[src/rtl/fp_add_scheduler.sv]
// fp_add_scheduler: shares one pipelined single-precision FP adder between
// NREQ requesters. A round-robin arbiter picks one request per cycle and
// registers its operands into the adder. A tag shift register that matches
// the adder depth carries the owner ID, so each sum comes back labelled.
// Per-requester credit counters cap how many operations each requester
// may have in flight.
//
// Handshake: req_valid[i] is the requester's offer and req_ready[i] is the
// grant. An operation is accepted in any cycle where both are high.
// req_ready is combinational, one-hot or zero, and never looks at the
// operand or req_sub inputs. Responses cannot be stalled: resp_valid is high
// for exactly one cycle per accepted operation, and results return in
// acceptance order.
module fp_add_scheduler #(
    parameter int NREQ    = 4,
    parameter int IDW     = 2,
    parameter int FPU_LAT = 5,
    parameter int MAX_OUT = 3
) (
    input  logic                clk,
    input  logic                reset,
    input  logic                issue_en,
    input  logic [NREQ-1:0]     req_valid,
    output logic [NREQ-1:0]     req_ready,
    input  logic [NREQ*32-1:0]  req_a,
    input  logic [NREQ*32-1:0]  req_b,
    input  logic [NREQ-1:0]     req_sub,
    output logic [31:0]         fpu_a,
    output logic [31:0]         fpu_b,
    input  logic [31:0]         fpu_sum,
    output logic                resp_valid,
    output logic [IDW-1:0]      resp_id,
    output logic [31:0]         resp_sum,
    output logic                busy
);

    // One tag entry per adder stage, plus the operand register stage.
    localparam int TDEPTH = FPU_LAT + 1;
    localparam int CW     = $clog2(MAX_OUT + 1);

    localparam logic [CW-1:0]  MAX_CNT = CW'(MAX_OUT);
    localparam logic [IDW-1:0] LAST_ID = IDW'(NREQ - 1);

    // Arbitration state
    logic [IDW-1:0]   ptr;
    logic [CW-1:0]    count [NREQ];

    // Tag pipe: valid bit and owner ID for each stage in flight
    logic [TDEPTH-1:0] tag_valid;
    logic [IDW-1:0]    tag_id [TDEPTH];

    // Combinational arbitration results
    logic [NREQ-1:0]  resp_hit;
    logic [NREQ-1:0]  eligible;
    logic [NREQ-1:0]  grant;
    logic             hs;
    logic [IDW-1:0]   grant_id;
    logic [IDW-1:0]   cand;

    // Selected operands of the granted requester
    logic [31:0]      sel_a;
    logic [31:0]      sel_b;
    logic             sel_sub;

    // The last tag stage is the response; mark which requester gets a credit back
    always_comb begin
        resp_hit = '0;
        for (int i = 0; i < NREQ; i++) begin
            resp_hit[i] = tag_valid[TDEPTH-1] && (tag_id[TDEPTH-1] == IDW'(i));
        end
    end

    // Eligibility: valid request, issue enabled, and a credit is available.
    // A credit returned in this same cycle counts as available, so a
    // requester at its limit can issue in the cycle its oldest result returns.
    always_comb begin
        eligible = '0;
        for (int i = 0; i < NREQ; i++) begin
            eligible[i] = req_valid[i] && issue_en &&
                          ((count[i] < MAX_CNT) || resp_hit[i]);
        end
    end

    // Round-robin search starting at ptr, wrapping modulo NREQ
    always_comb begin
        grant    = '0;
        hs       = 1'b0;
        grant_id = '0;
        cand     = '0;
        for (int off = 0; off < NREQ; off++) begin
            cand = IDW'((int'(ptr) + off) % NREQ);
            if (!hs && eligible[cand]) begin
                grant[cand] = 1'b1;
                hs          = 1'b1;
                grant_id    = cand;
            end
        end
    end

    assign req_ready = grant;

    // Operand mux for the granted requester; subtract flips the sign of b
    always_comb begin
        sel_a   = req_a[32*int'(grant_id) +: 32];
        sel_b   = req_b[32*int'(grant_id) +: 32];
        sel_sub = req_sub[grant_id];
    end

    // Operand registers: the granted operands, or a zero bubble when idle
    always_ff @(posedge clk) begin
        if (reset) begin
            fpu_a <= '0;
            fpu_b <= '0;
        end else if (hs) begin
            fpu_a <= sel_a;
            fpu_b <= {sel_b[31] ^ sel_sub, sel_b[30:0]};
        end else begin
            fpu_a <= '0;
            fpu_b <= '0;
        end
    end

    // Round-robin pointer moves just past the requester that was served
    always_ff @(posedge clk) begin
        if (reset) begin
            ptr <= '0;
        end else if (hs) begin
            ptr <= (grant_id == LAST_ID) ? '0 : grant_id + IDW'(1);
        end
    end

    // Tag pipe shifts every cycle; idle slots carry valid=0 and id=0
    always_ff @(posedge clk) begin
        if (reset) begin
            tag_valid <= '0;
            for (int k = 0; k < TDEPTH; k++) begin
                tag_id[k] <= '0;
            end
        end else begin
            tag_valid <= {tag_valid[TDEPTH-2:0], hs};
            tag_id[0] <= hs ? grant_id : '0;
            for (int k = 1; k < TDEPTH; k++) begin
                tag_id[k] <= tag_id[k-1];
            end
        end
    end

    // Credit counters: +1 on issue, -1 on return, unchanged when both happen
    always_ff @(posedge clk) begin
        for (int i = 0; i < NREQ; i++) begin
            if (reset) begin
                count[i] <= '0;
            end else if (grant[i] && !resp_hit[i]) begin
                count[i] <= count[i] + CW'(1);
            end else if (resp_hit[i] && !grant[i]) begin
                count[i] <= count[i] - CW'(1);
            end
        end
    end

    assign resp_valid = tag_valid[TDEPTH-1];
    assign resp_id    = tag_id[TDEPTH-1];
    assign resp_sum   = fpu_sum;
    assign busy       = (|tag_valid) || hs;

endmodule

[config.mk]
export PLATFORM = sky130hd
export DESIGN_NAME = fp_add_scheduler
export DESIGN_NICKNAME = d
export VERILOG_FILES = /design/src/rtl/fp_add_scheduler.sv
export SDC_FILE = /design/constraint.sdc
export NUM_CORES = 1
export LEC_CHECK = 0
export ABC_CLOCK_PERIOD_IN_PS = 6900
export BUFFER_PORTS_ARGS = -buffer_cell sky130_fd_sc_hd__buf_2
export CORE_AREA = 3 3 155 157
export CTS_CLUSTER_DIAMETER = 80
export DETAILED_ROUTE_END_ITERATION = 10
export DIE_AREA = 0 0 158 160
export PLACE_DENSITY = 0.57
export SLEW_MARGIN = 20
export SYNTH_ARGS = -nofsm -noshare
export SYNTH_HDL_FRONTEND = slang
export SYNTH_SLANG_ARGS = --single-unit
[constraint.sdc]
create_clock -name clk -period 6.9 [get_ports clk]
set_clock_uncertainty 0.2 [all_clocks]
set_input_delay 1.38 -clock clk [delete_from_list [all_inputs] [get_ports clk]]
set_output_delay 1.38 -clock clk [all_outputs]
set_load 0.02 [all_outputs]
==> reports/qor.csv, run 1 <==
metric,value,unit
Tmin final,5200,ps
Die Area,25300,um^2
Max Cap Viol,0,
largest net degree at the start of global routing,64,
slew at the pin closest to its max-slew limit,934,ps
Initial DRT Pass Iterations,5,
n_diodes,0,
Hold Buf Count CTS,0,
Initial Util,22.4,%
IO Count,403,
syn nets,829,
gr ovfl total,0,
Cells after Synth,518,
crit-path cells,"clkinv_1, ha_1, inv_1, o211ai_1, o22ai_1, a311oi_1, nor3_1, or3_1, buf_2",
RSZ-0062 raised after global routing,false,
via count,5225,
Mapped Avg Cell Area,9.78,um^2
global-route wire length before repair,30800,um
CTS buffer count,9,
final worst slack,1700,ps
leakage,3.15,nW
Worst slew margin,36.4,%
slowest cell delay on critical path,700,ps
vias in the first global route,5210,
P per Cell Area,249,nW/um^2
Synth-to-Final Area Change,38.6,%
Cells after DPL,1072,
synth warn,0,
worst vdd ir,0.0867,mV
drt initial violations,273,
final hold viol count,0,
CP Launch Type,flop,
setup bufs post-CTS,0,
period utilization,75.3,%
drt drc,0,
gpl congestion,0.874,
share of the yosys chip area belonging to registers,37.9,%
"Setup violations, final",0,
Fmax,0.192,GHz
Worst EP arrival,3620,ps
post-route ant nets,0,
Main synth FF type,dfxtp_1,
Post-synth ARST share,0,%
CTS Sinks,92,
cell taking the most area after synthesis,dfxtp_1,
layout cells sized above 1,46.6,%
Die Wd,158,um
overall power consumption,1.75,mW
crit path max fanout,14,
Non-Filler Instances,1088,
CP max-delay cell,dfxtp_1,
initial antenna violation count,1,
H-tree level count,3,
DIE HEIGHT,160,um
area fraction of the dominant cell type after synthesis,33.2,%
cell row count,55,
status,completed,
PostCTS Resize Cnt,0,
Crit path buffers/inverters,3,
Port Buf Inserts,338,
Worst Setup End Kind,primary output,
"Req. time, crit path",5320,ps
number of synthesized flops with an enable pin,8,
Top delay family on crit path,buffers and inverters,
clock root buffer,clkbuf_16,
type of the worst min-delay path,reg -> reg,
commonest cells in the netlist,"dfxtp_1 (84), mux2i_1 (67), o22ai_1 (66), a22oi_1 (63), buf_4 (39)",
wire per inst,19.2,um
most common cell in the netlist,dfxtp_1,
clk_lat worst skew,350,ps
clock-pin slew on the worst setup and hold paths,80,ps
via/cell ratio,4.80,
global-route usage over all layers,15.9,%
Core Area,22600,um^2
#FFs+latches synth,92,
WL final,20900,um
final setup TNS,0,ps
CTS tree,yes,
CTS Buffer Depth,2,
placed wire-length estimate,16400,um
Synth area leaders,"dfxtp_1 (33%), mux2i_1 (13%), a22oi_1 (9.3%)",
Final nets,1109,
Fill cells,2405,
Setup WS pre-CTS,1940,ps
Mapped Area,5070,um^2
CP Class,reg -> out,
Cell variety after synth,53,
fin. max-slew vios,0,
metal layers:
| layer | share of wire (%) | global-route usage (%) | wire, um |
|---|---|---|---|
| met2 | 50 | 26.8 | 10500 |
| met3 | 8.8 | 5.50 | 1850 |
| met1 | 39 | 19.3 | 8220 |
| met5 | 0.062 | 0 | 13 |
| met4 | 1.6 | 4.30 | 342 |
state kept, by name, summed over array words and instances, names as in the netlist:
| name | cells |
|---|---|
| fpu_b | 32 |
| ptr | 2 |
| tag_id | 12 |
| fpu_a | 32 |
| tag_valid | 6 |
| count | 8 |
cell families (layout without fill, tap and decap cells):
group                      after synthesis  in the layout  synth area share [%]
DFF                                     92             92                  37.9
xor gates and xnor gates                 5              5                 0.864
muxes                                   74             74                  15.7
adders and majority gates               12             12                  2.96
and+or+nand+nor                         88             88                  9.90
buffers and inverters                   84            369                  10.1
AOI/OAI and AO/OA                      163            163                  22.5
per-stage QoR:
stage          hold slack [ps]  utilization, %  area (um^2)
2_1_floorplan              214               -         5070
3_3_place_gp               215            29.6         6700
3_5_place_dp               226            29.6         6700
4_1_cts                    243            31.0         7030
5_1_grt                    251            31.0         7030
6_report                   233            31.0         7030
final timing paths:
kind                startpoint      endpoint  slack (ps)  cells after the start
setup / recovery        ptr[0]  req_ready[1]        1700                      9
hold / removal    tag_id[0][0]  tag_id[0][2]         230                      1
setup reg to reg        ptr[0]      fpu_b[0]        2110                      8
hold reg to reg   tag_id[0][0]  tag_id[0][2]         230                      1
final cells by class:
type                    instances  area, um^2  share of cell area (%)
inverters                       9        33.8                   0.481
clock inverters                 6        93.8                    1.34
repair buffers                344        1740                    24.7
well taps                     285         357                    5.07
clock buffers                  10         229                    3.26
flip-flops and latches         92        1920                    27.4
multi-input cells             342        2660                    37.8
report_power, final:
group	leakage, nW	switching, mW	internal, mW
logic	2.23	0.337	0.229
registers	0.771	0.0251	0.599
clock network	0.156	0.237	0.323
total	3.15	0.599	1.15
cell usage in the layout (no fill, tap or decap), types with 3 or more instances in the layout:
cell | synthesis | final
a22oi_1 | 63 | 63
a31oi_1 | 3 | 3
buf_2 | 6 | 338
buf_4 | 39 | 6
clkbuf_16 | 0 | 9
dfxtp_1 | 84 | 84
edfxtp_1 | 8 | 8
ha_1 | 12 | 12
inv_1 | 8 | 8
mux2_2 | 3 | 3
mux2i_1 | 67 | 67
mux4_2 | 3 | 3
nand2_1 | 16 | 16
nand3_1 | 4 | 4
nand3b_1 | 4 | 4
nor2_1 | 11 | 10
nor2b_1 | 16 | 16
nor3_1 | 10 | 10
nor4_1 | 7 | 6
o211ai_1 | 6 | 6
o21ai_0 | 4 | 4
o21bai_1 | 3 | 3
o22ai_1 | 66 | 66
or3_1 | 9 | 9
xor2_1 | 3 | 3
(Power assumes the default switching activity.)
==> run 2: changes to the inputs <==
--- a/config.mk
+++ b/config.mk
@@ -5,13 +5,13 @@
 export SDC_FILE = /design/constraint.sdc
 export NUM_CORES = 1
 export LEC_CHECK = 0
-export ABC_CLOCK_PERIOD_IN_PS = 6900
+export ABC_CLOCK_PERIOD_IN_PS = 4480
 export BUFFER_PORTS_ARGS = -buffer_cell sky130_fd_sc_hd__buf_2
 export CORE_AREA = 3 3 155 157
 export CTS_CLUSTER_DIAMETER = 80
 export DETAILED_ROUTE_END_ITERATION = 10
 export DIE_AREA = 0 0 158 160
-export PLACE_DENSITY = 0.57
+export PLACE_DENSITY = 0.59
 export SLEW_MARGIN = 20
 export SYNTH_ARGS = -nofsm -noshare
 export SYNTH_HDL_FRONTEND = slang
==> constraint.sdc (replaced) <==
create_clock -name clk -period 4.48 [get_ports clk]
set_clock_uncertainty 0.2 [all_clocks]
set_input_delay 0.896 -clock clk [delete_from_list [all_inputs] [get_ports clk]]
set_output_delay 0.896 -clock clk [all_outputs]
set_load 0.02 [all_outputs]
==> run 2 against run 1 <==
Power increased by 53%. Count of clock-buffer cells in the layout rose by 1. Largest cell class unchanged. Die area stayed put. Hold slack better by 3.3 ps. Non-clock buffer count grew 8.
==> reports/qor.csv, run 2 (synthesis gave the netlist of run 1 again) <==
metric,value,unit,change
status,completed,,
Comb power frac,33.0,%,+0.7 points
Hold Crit Endpoint,tag_id[0][3],,
crit path max fanout,10,,-4
worst flop-to-flop path startpoint,tag_valid[5],,
WL final,19200,um,-7.9%
DIE HEIGHT,160,um,unchanged
CTS Sinks,92,,unchanged
sw power,0.904,mW,+51%
post-route ant nets,0,,unchanged
Hold Buf Count CTS,0,,unchanged
period utilization,93.0,%,
"Setup violations, final",0,,unchanged
clock-pin slew on the worst setup and hold paths,70,ps,about the same
slew at the pin closest to its max-slew limit,819,ps,-115 ps
CTS Buffer Depth,2,,unchanged
"Req. time, crit path",3380,ps,-1940 ps
drt initial violations,258,,-5.5%
gr ovfl total,0,,unchanged
Worst R2R Setup Slack,1020,ps,-1090 ps
final hold viol count,0,,unchanged
leakage,3.20,nW,+1.4%
sequential share of power,36.0,%,+0.3 points
largest net degree at the start of global routing,42,,-34%
Die Wd,158,um,unchanged
cell depth of the worst min-delay path,1,,unchanged
CP Launch Type,flop,,
worst vdd ir,0.182,mV,+110%
final worst slack,313,ps,-1390 ps
critical path depth,7,,-2
slowest cell delay on critical path,700,ps,about the same
cell row count,55,,unchanged
most frequent cells in the layout,"buf_2 (338), dfxtp_1 (83), mux2i_1 (67)",,
clk_lat worst skew,340,ps,about the same
P per Cell Area,375,nW/um^2,+51%
"commonest non-fill, non-tap cell in the layout",buf_2,,
crit-path cells,"nand3b_1, a21boi_0, nand2_1, mux4_2, or3_1, nand3_1, buf_2",,
via/cell ratio,4.70,,-2.1%
CTS buffer count,9,,unchanged
worst r2r path cells,9,,+1
wire per inst,17.5,um,-8.7%
CTS tree,yes,,
Initial Util,22.4,%,unchanged
Max Cap Viol,0,,unchanged
CP max-delay cell,a21boi_0,,
Worst EP arrival,3070,ps,-550 ps
clock network power share,31.0,%,-1.0 points
Largest regs,"fpu_a x32, fpu_b x32, tag_id x12",,
vias in the first global route,5157,,-1.0%
global-route usage over all layers,14.7,%,-1.2 points
gpl congestion,0.894,,+2.3%
Layout Utilization,31.4,%,+0.40 points
Crit path buffers/inverters,1,,-2
Int Pwr,1.77,mW,+53%
clock root buffer,clkbuf_16,,
RR Endpoint,ptr[0],,
via count,5156,,-1.3%
Final nets,1117,,+0.72%
Worst slew margin,44.9,%,+8.5 points
CP startpoint,tag_valid[5],,
critical hold path startpoint,tag_id[0][1],,
overall power consumption,2.67,mW,+53%
Worst Setup End Kind,primary output,,
IO Count,403,,unchanged
Die Area,25300,um^2,unchanged
Fmax,0.240,GHz,
RSZ-0062 raised after global routing,false,,
layout cells sized above 1,47.3,%,+0.77 points
final setup TNS,0,ps,unchanged
CP Class,reg -> out,,
Initial DRT Pass Iterations,5,,unchanged
Core Area,22600,um^2,unchanged
drt drc,0,,unchanged
Synth-to-Final Area Change,40.4,%,
placed wire-length estimate,15100,um,-7.5%
fin. max-slew vios,0,,unchanged
Setup WS pre-CTS,469,ps,-1470 ps
Top delay family on crit path,simple AND/OR/NAND/NOR gates,,
Port Buf Inserts,338,,unchanged
switch share,33.9,%,-0.35 points
H-tree level count,3,,unchanged
initial antenna violation count,0,,-1
global-route wire length before repair,28800,um,-6.3%
Tmin final,4170,ps,
type of the worst min-delay path,reg -> reg,,
-- run 2: cell count changes in the layout (fill, tap and decap cells not counted), sizes merged --
| cell | before | now |
|---|---|---|
| diode | 0 | 1 |
| buf | 344 | 352 |
| inv | 11 | 10 |
| bufinv | 2 | 1 |
| clkbuf | 10 | 11 |
| clkinv | 1 | 2 |
-- run 2: how the worst max path moves through the flow --
stage,end
2_1_floorplan,ptr[0]
3_5_place_dp,req_ready[0]
5_1_grt,req_ready[0]
6_report,req_ready[0]
3_3_place_gp,req_ready[0]
4_1_cts,req_ready[1]
-- run 2: cell type report --
cell class | instances | area, um^2
diodes | 1 | 2.50
clock buffers | 11 | 254
clock inverters | 5 | 63.8
fillers | 2398 | 15500
inverters | 9 | 33.8
multi-input cells | 342 | 2660
flip-flops and latches | 92 | 1920
well taps | 285 | 357
repair buffers | 352 | 1820
-- run 2: what timing repair did --
item | 4_1_cts | 5_1_grt
gates resized for setup | 0 | 2
endpoints found under the setup margin | 0 | 1
buffers inserted | 0 | 0
-- run 2: stage by stage --
stage	instances	instance area, um^2	hold WS (ps)
floorplan	518	5070	214
global placement	1080	6790	215
detailed placement	1080	6790	222
CTS	1096	7110	238
global route	1096	7110	256
finish	1097	7120	236
-- run 2: metal layers --
layer	vias up	global-route usage [%]	routed length [um]
li1	2524	-	-
met1	2373	16.9	7350
met4	0	4.03	230
met2	244	25.8	9880
met5	-	0	0
met3	15	5.18	1780
-- run 2: power by group through the flow --
stage | registers (mW) | clock network (mW) | logic (mW)
final | 0.961 | 0.828 | 0.882
after floorplan | 1.06 | 0 | 0.520
after CTS | 0.961 | 0.869 | 0.892
after global placement | 0.977 | 0 | 0.887
after global routing | 0.972 | 0.901 | 0.969
after detailed placement | 0.979 | 0 | 0.891
-- run 2: worst reg2reg max path: cells and delay by family, from the launching register on --
family                     cells  cell delay (ps)
muxes                          2              790
DFF                            1              490
AOI/OAI and AO/OA              3             1120
buffers and inverters          1               70
and+or+nand+nor                2              530
adders and majority gates      1              190
